[config.mk]
export PLATFORM = sky130hd
export DESIGN_NAME = esl_clk_check_seq
export DESIGN_NICKNAME = d
export VERILOG_FILES = /design/src/rtl/esl_clk_check_pkg.sv /design/src/rtl/esl_clk_check_dntimer.sv /design/src/rtl/esl_clk_check_seq.sv
export SDC_FILE = /design/constraint.sdc
export NUM_CORES = 1
export LEC_CHECK = 0
export CORE_ASPECT_RATIO = 1.75
export CORE_MARGIN = 1
export CORE_UTILIZATION = 35
export CTS_CLUSTER_DIAMETER = 50
export DETAILED_ROUTE_END_ITERATION = 6
export DONT_BUFFER_PORTS = 1
export GPL_ROUTABILITY_DRIVEN = 0
export SLEW_MARGIN = 5
export SYNTH_ARGS = -nofsm -noshare
export SYNTH_HDL_FRONTEND = slang
export SYNTH_SLANG_ARGS = --single-unit
[constraint.sdc]
create_clock -name ref_clk -period 1.85 [get_ports ref_clk]
set_input_delay 0.185 -clock ref_clk [delete_from_list [all_inputs] [get_ports ref_clk]]
set_output_delay 0.185 -clock ref_clk [all_outputs]
set_load 0.01 [all_outputs]
[src/rtl/esl_clk_check_pkg.sv]
// Shared types and constants for the CUT frequency-check sequencer.
package esl_clk_check_pkg;

  typedef enum logic [2:0] {
    ST_IDLE    = 3'd0,
    ST_RST_REQ = 3'd1,
    ST_RST_REL = 3'd2,
    ST_COUNT   = 3'd3,
    ST_STOP    = 3'd4,
    ST_STORE   = 3'd5,
    ST_CMP     = 3'd6
  } state_t;

  localparam int unsigned DEFAULT_TIMEOUT_CYC = 1024;

  // CUT count width: one guard bit above BIT_WD, matching the counter.
  function automatic int unsigned cnt_wd(input int unsigned bit_wd);
    return bit_wd + 1;
  endfunction

endpackage

[src/rtl/esl_clk_check_dntimer.sv]
// Loadable down-counter; expired_c is high while the count sits at zero.
module esl_clk_check_dntimer #(
  parameter int unsigned WD = 16
) (
  input  logic          clk,
  input  logic          rst_n,
  input  logic          load,
  input  logic [WD-1:0] load_val,
  output logic          expired_c
);

  logic [WD-1:0] cnt_q;

  // Load wins; otherwise count down and park at zero.
  always_ff @(posedge clk or negedge rst_n) begin
    if (!rst_n) begin
      cnt_q <= '0;
    end else if (load) begin
      cnt_q <= load_val;
    end else if (cnt_q != '0) begin
      cnt_q <= cnt_q - WD'(1);
    end
  end

  assign expired_c = (cnt_q == '0);

endmodule

[src/rtl/esl_clk_check_seq.sv]
// Reference-domain sequencer for the CUT frequency checker: drives the
// counter controls over one window, runs both CDC handshakes and compares
// the stored count against the limits.
// Optional handshake timeout: define ESL_CLK_CHECK_TIMEOUT_EN.
module esl_clk_check_seq
  import esl_clk_check_pkg::*;
#(
  parameter int unsigned BIT_WD      = 24,
  parameter int unsigned WIN_WD      = 16,
  parameter int unsigned TIMEOUT_CYC = DEFAULT_TIMEOUT_CYC
) (
  input  logic                      ref_clk,
  input  logic                      ref_rst_n,
  input  logic                      check_start,
  input  logic                      check_continuous,
  input  logic [WIN_WD-1:0]         ref_window,
  input  logic [cnt_wd(BIT_WD)-1:0] cut_count_min,
  input  logic [cnt_wd(BIT_WD)-1:0] cut_count_max,
  input  logic                      reset_ack,
  input  logic                      cut_count_available,
  input  logic [cnt_wd(BIT_WD)-1:0] cut_count_store,
  output logic                      reset_cut_count,
  output logic                      en_cut_count,
  output logic                      en_flag_gen,
  output logic                      check_busy,
  output logic                      check_done,
  output logic                      clk_fail,
  output logic                      fail_low,
  output logic                      fail_high,
  output logic                      stuck_fault
);

  if (TIMEOUT_CYC == 0) begin : g_bad_timeout
    $error("TIMEOUT_CYC must be at least 1");
  end

  state_t              state_q, state_d;
  logic                seen_low_q, seen_low_d, seen_low_c;
  logic                win_load_c, win_exp_c;
  logic [WIN_WD-1:0]   win_val_c;
  logic                fail_low_d, fail_high_d, clk_fail_d, stuck_d, done_d;

  // Window of 0 behaves as 1: timer holds window-1 so expiry marks the last cycle.
  assign win_val_c  = (ref_window == '0) ? '0 : ref_window - WIN_WD'(1);
  assign seen_low_c = seen_low_q | ~cut_count_available;

  esl_clk_check_dntimer #(.WD(WIN_WD)) u_win_timer (
    .clk       (ref_clk),
    .rst_n     (ref_rst_n),
    .load      (win_load_c),
    .load_val  (win_val_c),
    .expired_c (win_exp_c)
  );

`ifdef ESL_CLK_CHECK_TIMEOUT_EN
  localparam int unsigned TMO_WD = $clog2(TIMEOUT_CYC + 1);

  logic tmo_load_c, tmo_exp_c, tmo_watch_c;
  logic win_end_q, win_end_d;

  esl_clk_check_dntimer #(.WD(TMO_WD)) u_tmo_timer (
    .clk       (ref_clk),
    .rst_n     (ref_rst_n),
    .load      (tmo_load_c),
    .load_val  (TMO_WD'(TIMEOUT_CYC)),
    .expired_c (tmo_exp_c)
  );
`endif

  // Next-state, sticky seen_low and result decisions.
  always_comb begin
    state_d     = state_q;
    seen_low_d  = seen_low_q;
    win_load_c  = 1'b0;
    fail_low_d  = fail_low;
    fail_high_d = fail_high;
    clk_fail_d  = clk_fail;
    stuck_d     = stuck_fault;
    done_d      = 1'b0;
`ifdef ESL_CLK_CHECK_TIMEOUT_EN
    tmo_load_c  = 1'b0;
    win_end_d   = win_end_q;
    tmo_watch_c = 1'b0;
`endif

    case (state_q)
      ST_IDLE: begin
        if (check_start) begin
          state_d     = ST_RST_REQ;
          fail_low_d  = 1'b0;
          fail_high_d = 1'b0;
          clk_fail_d  = 1'b0;
          stuck_d     = 1'b0;
`ifdef ESL_CLK_CHECK_TIMEOUT_EN
          tmo_load_c  = 1'b1;
`endif
        end
      end
      ST_RST_REQ: begin
`ifdef ESL_CLK_CHECK_TIMEOUT_EN
        tmo_watch_c = 1'b1;
`endif
        if (reset_ack) begin
          state_d = ST_RST_REL;
`ifdef ESL_CLK_CHECK_TIMEOUT_EN
          tmo_load_c = 1'b1;
`endif
        end
      end
      ST_RST_REL: begin
`ifdef ESL_CLK_CHECK_TIMEOUT_EN
        tmo_watch_c = 1'b1;
        win_end_d   = 1'b0;
`endif
        if (!reset_ack) begin
          state_d    = ST_COUNT;
          win_load_c = 1'b1;
          seen_low_d = 1'b0;
        end
      end
      ST_COUNT: begin
        seen_low_d = seen_low_c;
`ifdef ESL_CLK_CHECK_TIMEOUT_EN
        tmo_watch_c = win_end_q;
`endif
        if (win_exp_c) begin
          if (seen_low_c) begin
            state_d = ST_STOP;
`ifdef ESL_CLK_CHECK_TIMEOUT_EN
            tmo_load_c = 1'b1;
`endif
          end
`ifdef ESL_CLK_CHECK_TIMEOUT_EN
          else if (!win_end_q) begin
            win_end_d  = 1'b1;
            tmo_load_c = 1'b1;
          end
`endif
        end
      end
      ST_STOP: begin
`ifdef ESL_CLK_CHECK_TIMEOUT_EN
        tmo_watch_c = 1'b1;
`endif
        if (cut_count_available) state_d = ST_STORE;
      end
      ST_STORE: begin
        state_d = ST_CMP;
      end
      ST_CMP: begin
        fail_low_d  = (cut_count_store < cut_count_min);
        fail_high_d = (cut_count_store > cut_count_max);
        clk_fail_d  = fail_low_d | fail_high_d;
        stuck_d     = 1'b0;
        done_d      = 1'b1;
        if (check_continuous) begin
          state_d = ST_RST_REQ;
`ifdef ESL_CLK_CHECK_TIMEOUT_EN
          tmo_load_c = 1'b1;
`endif
        end else begin
          state_d = ST_IDLE;
        end
      end
      default: state_d = ST_IDLE;
    endcase

`ifdef ESL_CLK_CHECK_TIMEOUT_EN
    // An expired handshake wait aborts straight to IDLE with a fault.
    if (tmo_watch_c && tmo_exp_c) begin
      state_d    = ST_IDLE;
      stuck_d    = 1'b1;
      clk_fail_d = 1'b1;
      done_d     = 1'b1;
      tmo_load_c = 1'b0;
    end
`endif
  end

  // State, sticky flags and registered outputs derived from the next state.
  always_ff @(posedge ref_clk or negedge ref_rst_n) begin
    if (!ref_rst_n) begin
      state_q         <= ST_IDLE;
      seen_low_q      <= 1'b0;
      reset_cut_count <= 1'b0;
      en_cut_count    <= 1'b0;
      en_flag_gen     <= 1'b0;
      check_busy      <= 1'b0;
      check_done      <= 1'b0;
      clk_fail        <= 1'b0;
      fail_low        <= 1'b0;
      fail_high       <= 1'b0;
      stuck_fault     <= 1'b0;
`ifdef ESL_CLK_CHECK_TIMEOUT_EN
      win_end_q       <= 1'b0;
`endif
    end else begin
      state_q         <= state_d;
      seen_low_q      <= seen_low_d;
      reset_cut_count <= (state_d == ST_RST_REQ);
      en_cut_count    <= (state_d == ST_COUNT);
      en_flag_gen     <= (state_d == ST_STORE);
      check_busy      <= (state_d != ST_IDLE);
      check_done      <= done_d;
      clk_fail        <= clk_fail_d;
      fail_low        <= fail_low_d;
      fail_high       <= fail_high_d;
      stuck_fault     <= stuck_d;
`ifdef ESL_CLK_CHECK_TIMEOUT_EN
      win_end_q       <= win_end_d;
`endif
    end
  end

endmodule

==> results of run 1 <==
## flip-flops by register name (all words and copies together), names as in the netlist
name,count
reset_cut_count,1
fail_low,1
clk_fail,1
seen_low_q,1
en_cut_count,1
state_q,3
check_done,1
u_win_timer.cnt_q,16
check_busy,1
en_flag_gen,1
fail_high,1
## metal layers
metal / share of wire [%] / track usage [%] / wire, um
met5: 0 / 0 / 0
met3: 5.4 / 2.913 / 419
met2: 58 / 38.27 / 4497
met4: 1.5 / 5.025 / 114
met1: 35 / 15.67 / 2702
## where the power goes
part / switching [uW] / internal (uW) / leakage (uW)
clock network: 217 / 432 / 0.0000511
registers: 222 / 836 / 0.000342
logic: 723 / 712 / 0.00138
total: 1160 / 1980 / 0.00178
## kinds of logic (layout without fill, tap and decap cells)
logic type,Yosys count,in the layout,share of synthesized area [%]
xor+xnor,20,20,5.917
buf+inv,61,97,7.946
mux,1,1,0.3381
compound gates,72,72,15.55
simple gates,141,141,24.05
flops,28,28,23.67
fa+ha+maj,53,53,22.40
other cells,1,1,0.1267
## final timing paths
| path | depth (start not counted) | slack [ns] | to |
|---|---|---|---|
| worst max-delay path | 7 | 0.09 | u_win_timer.cnt_q[1] |
| worst min-delay path | 2 | 0.07 | seen_low_q |
| worst max register to register | 7 | 0.09 | u_win_timer.cnt_q[1] |
| worst min register to register | 2 | 0.52 | seen_low_q |
| max in group asynchronous | 2 | 1.30 | u_win_timer.cnt_q[6] |
| min in group asynchronous | 2 | 0.38 | u_win_timer.cnt_q[9] |
## through the flow
step	setup TNS, ns	utilization, %	instances	area (um2)
floorplan	0	-	377	2960
global placement	-0.1291	40.03	499	3306
detailed placement	-0.1879	40.03	499	3306
CTS	0	41.74	505	3447
global route	-0.2928	42.17	505	3482
finish	0	42.17	505	3482
## timing repair
item                                   4_1_cts  5_1_grt
hold buffers                                 2        0
setup endpoints to repair                    1       19
resized for setup                            1        6
endpoints found under the hold margin       28        0
## worst reg2reg max path: cells and delay by family (launching register included)
family	cells	cell delay [ns]
flip-flops	1	0.41
AND/OR/NAND/NOR	4	0.77
AO/OA/AOI/OAI	1	0.08
buffers and inverters	2	0.38
## area by class of cell
cell class / instances / area [um2]
repair buffers: 35 / 277.8
fillers: 849 / 4776
inverters: 58 / 217.7
clock buffers: 3 / 75.07
well taps: 92 / 115.1
multi-input cells: 288 / 2066
flip-flops and latches: 28 / 700.7
clock inverters: 1 / 30.03
## cells in the mapped netlist, types with 6 or more instances
cell type | n | area share (%)
nor3_1 | 17 | 2.9
a21o_1 | 7 | 1.8
ha_1 | 53 | 22
nand3_1 | 12 | 2.0
nand4_1 | 11 | 2.3
xor2_1 | 11 | 3.3
nor4_1 | 6 | 1.3
a21oi_1 | 30 | 5.1
dfrtp_1 | 28 | 24
inv_1 | 58 | 7.4
nor2_1 | 38 | 4.8
xnor2_1 | 9 | 2.7
nand2_1 | 32 | 4.1
o21ai_0 | 11 | 1.9
==> impl_metrics.json, run 1 <==
{
  "period_minus_slack_ns": 1.761,
  "antenna_left": 0,
  "antenna_found_initial": 0,
  "cts_buffers": 3,
  "pre_cts_slack_ns": -0.1042,
  "routed_wl_mm": 7.734,
  "worstPathArrival_ns": 1.91,
  "ys_types": 49,
  "p_per_area_nw_per_um2": 902.1,
  "area_growth_pct": 17.62,
  "holdWs_ns": 0.06814,
  "required_ns": 2.00,
  "syn_area_per_cell_um2": 7.852,
  "start_kind": "register",
  "crit_type": "reg -> reg",
  "setup_viol": 0,
  "die_w_um": 71.52,
  "path_max_fanout": 10,
  "row_count": 44,
  "ir_drop_mv": 0.3584,
  "path_cells": "nor4_4 -> nor2b_4 -> nand4_1 -> buf_4 -> nor2_1 -> buf_4 -> a21oi_1",
  "ys_seq_area_share_pct": 23.67,
  "dr.pass1.iters": 6,
  "portBuffers": 0,
  "grt_max_degree": 29,
  "tritoncts": "done",
  "drc": 0,
  "status": "complete, no violations",
  "h-tree-depth": 1,
  "layout_common_cells": "inv_1 (58), ha_1 (53), nor2_1 (38), buf_4 (33), nand2_1 (32)",
  "ys_seq_elements": 28,
  "clkTransAtPathRegs_ns": 0.07,
  "slowest_stage": "dfrtp_1",
  "total_power_uw": 3141,
  "max_stage_delay_ns": 0.41,
  "cp-end-kind": "register",
  "syn_area_um2": 2960,
  "critPathBufInv": 2,
  "via_per_inst": 5.491,
  "core_area_um2": 8258,
  "cap_viol_max_count": 0,
  "hpwl_mm": 6.689,
  "clockBufferDepth": 2,
  "grt_pass1_wl_mm": 12.07,
  "die_area_um2": 8844,
  "wire_per_inst_um": 15.31,
  "finalMaxSlewViolations": 0,
  "grt_usage_pct": 17.54,
  "final_hold_viol_count": 0,
  "grt-ovfl-total": 0,
  "grt_pass1_vias": 2835,
  "ys_warn_count": 0,
  "synth_ff_type": "dfrtp_1",
  "postCtsSetupBuffers": 0,
  "crit_top_cell": "buf_4",
  "async_flop_share_pct": 100.0,
  "clock_latency_ns": 0.27,
  "nets": 564,
  "timing.fmax_ghz": 0.5680,
  "cpLargestDelayFamily": "simple AND/OR/NAND/NOR gates",
  "min_from": "reset_ack",
  "drive_above_1_share_pct": 12.35,
  "cp-startpoint": "u_win_timer.cnt_q[10]",
  "synth_fp_nets": 527,
  "diodes": 0,
  "min_path_type": "in -> reg",
  "via_count": 2773,
  "period_share_pct": 95.16,
  "io-pin-count": 106,
  "start_util_pct": 35.85,
  "fin_ws_ns": 0.08945,
  "reg2reg_from": "u_win_timer.cnt_q[10]",
  "fin_skew_ns": 0.006261,
  "p_leak_uw": 0.001776,
  "cts-root-buf": "clkbuf_16",
  "synth_cells": 377,
  "dr.first_iter.drc_count": 110,
  "synth_edf_count": 0,
  "die_h_um": 123.7,
  "clock-sinks": 28,
  "layout_commonest_cell": "inv_1"
}
Note: power is estimated with default switching activity, not from simulation.
==> inputs of run 2 (changes only) <==
--- a/config.mk
+++ b/config.mk
@@ -12,6 +12,8 @@
 export DETAILED_ROUTE_END_ITERATION = 6
 export DONT_BUFFER_PORTS = 1
 export GPL_ROUTABILITY_DRIVEN = 0
+export GPL_TIMING_DRIVEN = 0
+export REMOVE_ABC_BUFFERS = 1
 export SLEW_MARGIN = 5
 export SYNTH_ARGS = -nofsm -noshare
 export SYNTH_HDL_FRONTEND = slang
==> impl_metrics.json, run 2 (synthesized netlist as in run 1, its figures left out) <==
{
  "grt_setup_unrepaired": "yes",
  "final.setup.tns_ns": 0,
  "grt_max_degree": 29,
  "h-tree-depth": 1,
  "pwr-share-clk_pct": 21.0,
  "fin_ws_ns": 0.05410,
  "power_frac_seq_pct": 37.8,
  "dr.pass1.iters": 6,
  "fillers": 853,
  "nets": 543,
  "worstPathArrival_ns": 1.92,
  "p_sw_uw": 1147,
  "regMostFlops": "u_win_timer.cnt_q",
  "start_util_pct": 35.85,
  "die_area_um2": 8844,
  "reg.largest.list": "u_win_timer.cnt_q x16, state_q x3",
  "row_count": 44,
  "grt_pass1_wl_mm": 11.59,
  "min_path_type": "in -> reg",
  "tightestPinTransition_ns": 0.5802,
  "max_stage_delay_ns": 0.42,
  "violations": "DRC",
  "clock_latency_ns": 0.26,
  "timing.fmax_ghz": 0.5568,
  "drive_above_1_share_pct": 11.73,
  "core_area_um2": 8258,
  "clock-sinks": 28,
  "largest_reg_flops": 16,
  "routed_wl_mm": 7.589,
  "p_leak_uw": 0.001686,
  "pre_cts_slack_ns": -0.5727,
  "clockBufferDepth": 2,
  "hpwl_mm": 6.297,
  "dr.first_iter.drc_count": 88,
  "setup_viol": 0,
  "portBuffers": 0,
  "cts_buffers": 3,
  "fin_skew_ns": 0.003373,
  "via_count": 2693,
  "slowest_stage": "dfrtp_1",
  "cap_viol_max_count": 0,
  "die_h_um": 123.7,
  "antenna_found_initial": 0,
  "grt_usage_pct": 16.65,
  "p_comb_share_pct": 41.2,
  "p_per_area_nw_per_um2": 879.2,
  "rrSetupSlack_ns": 0.05,
  "drc": 1,
  "grt-ovfl-total": 0,
  "clkTransAtPathRegs_ns": 0.07,
  "status": "finished with violations",
  "layout.area.seq_um2": 706.9,
  "wire_per_inst_um": 15.68,
  "period_minus_slack_ns": 1.796,
  "switching_share_pct": 38.11,
  "grt_pass1_vias": 2725,
  "diodes": 0,
  "multi_input_area_um2": 2155,
  "cts-root-buf": "clkbuf_16",
  "area_growth_pct": 15.68,
  "path_cells": "nor4_4 -> nor2b_4 -> nand4_1 -> buf_4 -> nand3b_1 -> xor2_1 -> o22ai_1",
  "max_slew_margin_pct": 60.97,
  "via_per_inst": 5.564,
  "start_kind": "register",
  "internal_power_uw": 1863,
  "ir_drop_mv": 0.3422,
  "tritoncts": "done",
  "period_share_pct": 97.08,
  "antenna_left": 0,
  "crit_type": "reg -> reg",
  "final_hold_viol_count": 0,
  "io-pin-count": 106,
  "path_max_fanout": 3,
  "layout_common_cells": "inv_1 (58), ha_1 (53), nor2_1 (33), nand2_1 (32), a21oi_1 (28)",
  "layout_commonest_cell": "inv_1",
  "finalMaxSlewViolations": 0,
  "die_w_um": 71.52,
  "required_ns": 1.97,
  "cp-end-kind": "register"
}
==> run 2: cell count changes in the layout (fill, tap and decap cells not counted), sizes merged <==
| cell | previous run | this run |
|---|---|---|
| buf | 34 | 12 |
| a41o | 1 | 2 |
==> run 2: per-stage QoR <==
stage / util [%] / power, uW / instance area (um2) / hold slack [ns] / instances
2_1_floorplan: - / 1879 / 2943 / -0.1106 / 374
3_3_place_gp: 37.03 / 2100 / 3058 / -0.1097 / 466
3_5_place_dp: 37.03 / 2134 / 3058 / -0.1098 / 466
4_1_cts: 39.82 / 2873 / 3288 / 0.07407 / 475
5_1_grt: 41.47 / 3247 / 3425 / 0.08289 / 484
6_report: 41.47 / 3011 / 3425 / 0.09078 / 484
==> run 2: path summary, 6_finish.rpt <==
check / cells past startpoint / startpoint / endpoint
worst max-delay path: 7 / u_win_timer.cnt_q[13] / u_win_timer.cnt_q[11]
worst min-delay path: 2 / check_continuous / check_busy
worst max register to register: 7 / u_win_timer.cnt_q[13] / u_win_timer.cnt_q[11]
worst min register to register: 2 / seen_low_q / seen_low_q
max in group asynchronous: 2 / ref_rst_n / state_q[0]
min in group asynchronous: 2 / ref_rst_n / u_win_timer.cnt_q[2]
==> run 2: power groups by stage <==
stage | registers, uW | logic, uW | clock network [uW]
finish | 1140 | 1240 | 632
floorplan | 1030 | 846 | 0
global route | 1170 | 1400 | 672
global placement | 1090 | 1010 | 0
detailed placement | 1090 | 1040 | 0
CTS | 1110 | 1120 | 645
==> run 2: layout make-up <==
| class | count | share of cell area (%) |
|---|---|---|
| inverters | 58 | 6.357 |
| clock buffers | 3 | 2.192 |
| multi-input cells | 289 | 62.92 |
| well taps | 92 | 3.361 |
| flip-flops and latches | 28 | 20.64 |
| repair buffers | 13 | 3.654 |
| clock inverters | 1 | 0.8769 |
==> run 2: repair_timing <==
action	in CTS	in global routing
gates cloned	0	1
buffers inserted	3	8
gates resized for setup	14	17
hold buffers	2	0
pin swaps	2	3
hold endpoints to repair	28	0
setup endpoints to repair	20	22
==> run 2: critical path: cells and delay by family, from the launching register on <==
kind	cells	cell delay, ns
AOI/OAI and AO/OA	1	0.10
buffers and inverters	1	0.20
xor gates and xnor gates	1	0.17
DFF	1	0.42
and+or+nand+nor	4	0.76
==> run 2: layer usage <==
| layer | vias up | routed length, um | global-route usage [%] |
|---|---|---|---|
| met5 | - | 0 | 0 |
| met4 | 0 | 56 | 3.309 |
| met3 | 6 | 426 | 3.155 |
| met2 | 86 | 4460 | 36.25 |
| met1 | 1249 | 2647 | 15.30 |
| li1 | 1352 | - | - |
==> inputs of run 3 (changes only) <==
--- a/config.mk
+++ b/config.mk
@@ -8,6 +8,7 @@
 export CORE_ASPECT_RATIO = 1.75
 export CORE_MARGIN = 1
 export CORE_UTILIZATION = 35
+export CTS_BUF_LIST = sky130_fd_sc_hd__clkbuf_4
 export CTS_CLUSTER_DIAMETER = 50
 export DETAILED_ROUTE_END_ITERATION = 6
 export DONT_BUFFER_PORTS = 1
==> impl_metrics.json, run 3 (synthesized netlist as in run 1, its figures left out) <==
{
  "status": "finished with violations",
  "violations": "DRC",
  "diodes": 0,
  "crit_type": "reg -> reg",
  "final_hold_viol_count": 0,
  "clockBufferDepth": 2,
  "tightestPinTransition_ns": 0.7429,
  "start_kind": "register",
  "dr.pass1.iters": 6,
  "holdWs_ns": 0.02536,
  "regMostFlops": "u_win_timer.cnt_q",
  "cts-root-buf": "clkbuf_4",
  "switching_share_pct": 40.59,
  "clock-sinks": 28,
  "io-pin-count": 106,
  "dp_cells": 466,
  "grt_pass1_wl_mm": 11.76,
  "nets": 543,
  "p_leak_uw": 0.001658,
  "h-tree-depth": 1,
  "cts_buffers": 3,
  "fin_skew_ns": 0.008014,
  "p_per_area_nw_per_um2": 819.8,
  "grt_usage_pct": 16.89,
  "p_comb_share_pct": 44.8,
  "ir_drop_mv": 0.3233,
  "path_max_fanout": 3,
  "final_util_pct": 40.86,
  "area_growth_pct": 13.99,
  "setup_viol": 0,
  "max_slew_margin_pct": 49.19,
  "tritoncts": "done",
  "p_sw_uw": 1123,
  "die_h_um": 123.7,
  "grt_setup_unrepaired": "yes",
  "grt_max_degree": 29,
  "antenna_left": 0,
  "drive_above_1_share_pct": 11.73,
  "reg.largest.list": "u_win_timer.cnt_q x16, state_q x3",
  "power_frac_seq_pct": 40.9,
  "antenna_found_initial": 0,
  "via_per_inst": 5.585,
  "required_ns": 2.06,
  "worstPathArrival_ns": 2.05,
  "internal_power_uw": 1643,
  "largest_reg_flops": 16,
  "place_area_um2": 3058,
  "grt-ovfl-total": 0,
  "cp-end-kind": "register",
  "timing.fmax_ghz": 0.5418,
  "wire_per_inst_um": 15.80,
  "via_count": 2703,
  "design_area_um2": 3374,
  "clkTransAtPathRegs_ns": 0.15,
  "layout_common_cells": "inv_1 (58), ha_1 (53), nor2_1 (32), nand2_1 (31), a21oi_1 (27)",
  "min_path_type": "in -> reg",
  "start_util_pct": 35.85,
  "period_share_pct": 99.77,
  "cap_viol_max_count": 0,
  "fillers": 850,
  "die_area_um2": 8844,
  "die_w_um": 71.52,
  "routed_wl_mm": 7.645,
  "core_area_um2": 8258,
  "dr.first_iter.drc_count": 78,
  "finalMaxSlewViolations": 0,
  "layout_commonest_cell": "inv_1",
  "drc": 1,
  "hpwl_mm": 6.297,
  "portBuffers": 0,
  "final.setup.tns_ns": 0,
  "clock_latency_ns": 0.33,
  "period_minus_slack_ns": 1.846,
  "stdcell_count": 484,
  "row_count": 44,
  "grt_pass1_vias": 2726,
  "pwr-share-clk_pct": 14.3
}
==> run 3: changes by cell type in the layout (fill, tap and decap cells not counted), sizes merged <==
cell,change
dlygate4sd3,+2
buf,-2
==> run 3: area by class of cell <==
type | count | area [um2] | area share, %
clock buffer | 3 | 22.52 | 0.6674
multi-input combinational | 289 | 2148 | 63.66
clock inverter | 1 | 30.03 | 0.8899
tap | 92 | 115.1 | 3.411
inverter | 58 | 217.7 | 6.452
sequential | 28 | 706.9 | 20.95
timing repair buffer | 13 | 133.9 | 3.967
==> run 3: critical path, stage by stage (launching register included) <==
cell and delay [ns]:
dfrtp_2 0.46, nor4_4 0.30, nor2b_4 0.21, nand4_1 0.10, buf_4 0.19, buf_6 0.12, nand3b_1 0.09, xor2_1 0.16
o22ai_1 0.10
==> run 3: repair_timing <==
action / in CTS / in global routing
resized for setup: 11 / 19
buffers inserted: 4 / 5
cloned: 0 / 1
setup endpoints to repair: 20 / 22
hold buffers: 3 / 1
pin swaps: 3 / 3
endpoints found under the hold margin: 29 / 1
==> run 3: final timing paths <==
path / startpoint / end / slack, ns / cells past startpoint
worst max-delay path: u_win_timer.cnt_q[10] / u_win_timer.cnt_q[11] / 0.004 / 8
worst min-delay path: cut_count_available / en_flag_gen / 0.03 / 1
worst max register to register: u_win_timer.cnt_q[10] / u_win_timer.cnt_q[11] / 0.004 / 8
worst min register to register: seen_low_q / seen_low_q / 0.54 / 2
max in group asynchronous: ref_rst_n / state_q[0] / 1.34 / 2
min in group asynchronous: ref_rst_n / u_win_timer.cnt_q[15] / 0.33 / 2
==> run 3: stage by stage <==
| step | power (uW) | setup WS (ns) |
|---|---|---|
| 3_5_place_dp | 2134 | -0.5727 |
| 3_3_place_gp | 2100 | -0.5318 |
| 6_report | 2766 | 0.004231 |
| 4_1_cts | 2628 | -0.001643 |
| 2_1_floorplan | 1879 | 0.06867 |
| 5_1_grt | 2995 | -0.1121 |
==> run 3: power by group through the flow <==
stage	registers [uW]	logic, uW	clock network [uW]
floorplan	1030	846	0
global placement	1090	1010	0
detailed placement	1090	1040	0
CTS	1110	1110	409
global route	1160	1400	435
finish	1130	1240	396
==> run 3: routing by layer <==
| layer | wire length [um] | GRT usage, % |
|---|---|---|
| met1 | 2697 | 15.70 |
| met2 | 4500 | 36.61 |
| met3 | 390 | 3.317 |
| met4 | 56 | 3.064 |
| met5 | 0 | 0 |
